==> config.mk <==
export PLATFORM = sky130hd
export DESIGN_NAME = k_sync_fifo_fwft
export DESIGN_NICKNAME = d
export VERILOG_FILES = /design/src/rtl/k_sync_fifo_fwft.sv
export SDC_FILE = /design/constraint.sdc
export NUM_CORES = 1
export LEC_CHECK = 0
export BUFFER_PORTS_ARGS = -buffer_cell sky130_fd_sc_hd__buf_2
export CORE_MARGIN = 8
export CORE_UTILIZATION = 49
export DETAILED_ROUTE_END_ITERATION = 8
export MAX_ROUTING_LAYER = met4
export PLACE_DENSITY_LB_ADDON = 0.12
export SYNTH_ARGS = -nofsm -noshare
export SYNTH_HDL_FRONTEND = slang
export SYNTH_SLANG_ARGS = --single-unit
==> constraint.sdc <==
create_clock -name clk -period 3.9 [get_ports clk]
set_input_delay 0.585 -clock clk [delete_from_list [all_inputs] [get_ports clk]]
set_output_delay 0.585 -clock clk [all_outputs]
set_load 0.01 [all_outputs]
==> src/rtl/k_sync_fifo_fwft.sv <==
// rtl/k_sync_fifo_fwft.sv - single-clock first-word-fall-through FIFO with occupancy and error flags
// Head word is read combinationally from storage, so a write is visible on q right after its edge.
module k_sync_fifo_fwft #(
  parameter int data_size    = 8,
  parameter int addr_size    = 2,
  parameter int afull_level  = 2**addr_size - 1,
  parameter int aempty_level = 1
) (
  input  logic                 clk,
  input  logic                 rst,
  input  logic [data_size-1:0] d,
  input  logic                 wen,
  input  logic                 ren,
  output logic [data_size-1:0] q,
  output logic                 empty,
  output logic                 full,
  output logic                 almost_full,
  output logic                 almost_empty,
  output logic [addr_size:0]   count,
  output logic                 overflow,
  output logic                 underflow
);

  localparam int DEPTH = 2**addr_size;
  localparam logic [addr_size:0] afull_thr  = (addr_size+1)'(afull_level);
  localparam logic [addr_size:0] aempty_thr = (addr_size+1)'(aempty_level);
  localparam logic [addr_size:0] ptr_one    = (addr_size+1)'(1);

  logic [data_size-1:0] mem [DEPTH];
  logic [addr_size:0]   wptr;
  logic [addr_size:0]   rptr;
  logic                 wr_ok;
  logic                 rd_ok;

  // The MSB of each pointer is a wrap bit that separates full from empty.
  assign empty        = (wptr == rptr);
  assign full         = (wptr[addr_size-1:0] == rptr[addr_size-1:0]) &&
                        (wptr[addr_size] != rptr[addr_size]);
  assign count        = wptr - rptr;
  assign almost_full  = (count >= afull_thr);
  assign almost_empty = (count <= aempty_thr);

  assign wr_ok = wen && !full;
  assign rd_ok = ren && !empty;

  assign q = mem[rptr[addr_size-1:0]];

  always_ff @(posedge clk) begin
    if (!rst && wr_ok) begin
      mem[wptr[addr_size-1:0]] <= d;
    end
  end

  always_ff @(posedge clk) begin
    if (rst) begin
      wptr      <= '0;
      rptr      <= '0;
      overflow  <= 1'b0;
      underflow <= 1'b0;
    end else begin
      if (wr_ok) begin
        wptr <= wptr + ptr_one;
      end
      if (rd_ok) begin
        rptr <= rptr + ptr_one;
      end
      if (wen && full) begin
        overflow <= 1'b1;
      end
      if (ren && empty) begin
        underflow <= 1'b1;
      end
    end
  end

endmodule

==> results.txt <==
status = finished clean
Slew headroom = 0.162
most frequent cells in the layout = edfxtp_1, buf_2, dfxtp_1, mux4_2
Max Slew Vio Count = 0
vias in the first global route = 1,149
Max Root-Sink Buffers = 2
Cells after DPL = 188
chip width = 76.9 um
Yosys reg bits = 42
Slowest cell on crit path = nor3_1
Net Count, Synth = 137
fin crit share = 0.642
Final Skew = 0.00795 ns
Worst R2R Start = wptr[0]
WHS = 0.471 ns
layout cell share with drive strength beyond 1 = 0.304
largest net degree at the start of global routing = 24
Synth Instances = 117
Startpoint Class = register
Mean Syn Cell Area = 15.5 sq um
Synth cell types = 26
vias = 1,115
max incr delay on CP = 1.01 ns
Clk network pwr share = 0.185
initial core utilization = 0.505
Die H = 76.9 um
first-pass GRT wire length = 5650 um
WP data required = 3.80 ns
fin crit period = 2.51 ns
switch share = 0.358
IO Count = 29
First DRT Iteration DRCs = 121
clk sink count = 42
count of final hold-check violations = 0
clock root cell = clkbuf_8
Synth warnings = 0
DRT antenna net count = 0
combinational share of power = 0.384
Fin Setup TNS = 0 ns
f_max = 399 MHz
GRT overflow = 0
Hold Crit Start = overflow
critical path class = register to register
Final setup viols = 0
Seq/Total Area, Yosys = 0.638
H-tree lvl count = 2
crit path from = wptr[0]
asr flop ratio synth = 0
Synth top area share = 0.528
Setup Buffers After CTS = 0
detailed placement HPWL = 2400 um
RSZ-0062 raised after global routing = no
critical-path maximum fanout = 8
worst min path class = register to register
Worst-path clk slew = 0.07 ns
core area = 3610 sq um
Pint = 0.000909 W
WL final = 3410 um
crit end category = register
initial antenna violation count = 0
# hold bufs at CTS = 0
dpl ws = 1.45 ns
sequential fraction of design power = 0.431
RD Place Congestion = 0.748
Clk Latency, worst-skew pair = 0.29 ns
number of enable flip-flop cells after synthesis = 32
DRC = 0
Cell Chain, Critical Path = inv_1 > ha_1 > nand2_1 > nor2_1 > nor3_1
Pleak = 0.750 nW
Layout Nets = 167
CTS tree = built
GR Util All Layers = 0.123
wire per inst = 17.4 um
Post-Syn Area = 1820 sq um
top cells by area, synth = edfxtp_1, dfxtp_1, mux4_2, ha_1, o311ai_0
crit path DAT = 2.40 ns
I/O Buffers = 28
diodes inserted = 0
Die ar. = 5920 sq um
Final WS setup = 1.39 ns
r2r setup slk = 1.39 ns
# rows = 22
Net Switching = 0.000508 W
Core Util, Final = 0.577
Power Density = 681 nW/um^2
Pre-Repair DR Iteration Count = 4
fin cells = 196
Syn-to-layout area delta = 14.4%
most common cell after layout, fill and taps aside = edfxtp_1
total CTS buffers = 5
main flop type after synthesis = edfxtp_1
Vias/cell = 5.69
Worst IR Drop VDD = 259 uV
slew at the pin with the worst max-slew slack = 1.25 ns
top cell type by total area after synthesis = edfxtp_1
CTS resizes = 0
MaxCap Viol Count = 0
==> final cells by class <==
class,instances,area [sq um]
Fill cell,303,1530
Sequential cell,42,1160
Multi-Input combinational cell,65,618
Timing Repair Buffer,28,140
Clock buffer,6,72.6
Tap cell,48,60.1
Inverter,5,18.8
Clock inverter,2,10.0
==> layer usage <==
layer	GRT usage	up-vias	part of all wire
met5	-	-	0
met4	0.0596	0	0.024
met3	0.0291	7	0.037
met2	0.188	25	0.49
met1	0.149	564	0.45
li1	-	519	-
==> logic make-up after synthesis <==
logic type,count (synthesis),synth area share
xor+xnor,3,0.0186
buf+inv,10,0.0220
flops,42,0.638
fa+ha+maj,8,0.0591
simple gates,31,0.0963
mux,8,0.0990
compound gates,15,0.0667
==> Yosys cell counts, types with 3 or more instances <==
cell type,instances
nor2_1,5
inv_1,5
nand4b_1,4
edfxtp_1,32
nand2_1,7
ha_1,7
mux4_2,8
or3_1,6
dfxtp_1,10
o311ai_0,5
a31oi_1,4
o32a_1,4
and3_1,3
==> per-stage QoR <==
stage	cell area [sq um]	total power [W]
floorplan	1820	0.000978
global placement	2000	0.00116
detailed placement	2000	0.00117
CTS	2080	0.00143
global route	2080	0.00151
finish	2080	0.00142
==> worst max-delay path: cells and delay by family (launching register included) <==
kind          cells  cell delay [ns]
simple gates      3             1.20
flops             1             0.40
fa+ha+maj         1             0.39
buf+inv           1             0.12
==> final timing paths <==
path,endpoint,cells after the start
min reg2reg,overflow,2
max reg2reg,mem[3][1],5
min,overflow,2
max,mem[3][1],5
==> power by group through the flow <==
| stage | Clock, W | Sequential, W | Combinational [W] |
|---|---|---|---|
| floorplan | 0 | 0.000585 | 0.000392 |
| global route | 0.000281 | 0.000622 | 0.000605 |
| detailed placement | 0 | 0.000623 | 0.000548 |
| finish | 0.000261 | 0.000610 | 0.000544 |
| global placement | 0 | 0.000620 | 0.000538 |
| CTS | 0.000271 | 0.000613 | 0.000550 |
==> state kept, by name (all words and copies together) (netlist names), named ones only <==
| name | cells |
|---|---|
| mem | 32 |
| rptr | 3 |
| wptr | 3 |
| overflow | 1 |
| underflow | 1 |
(Power assumes the default switching activity.)
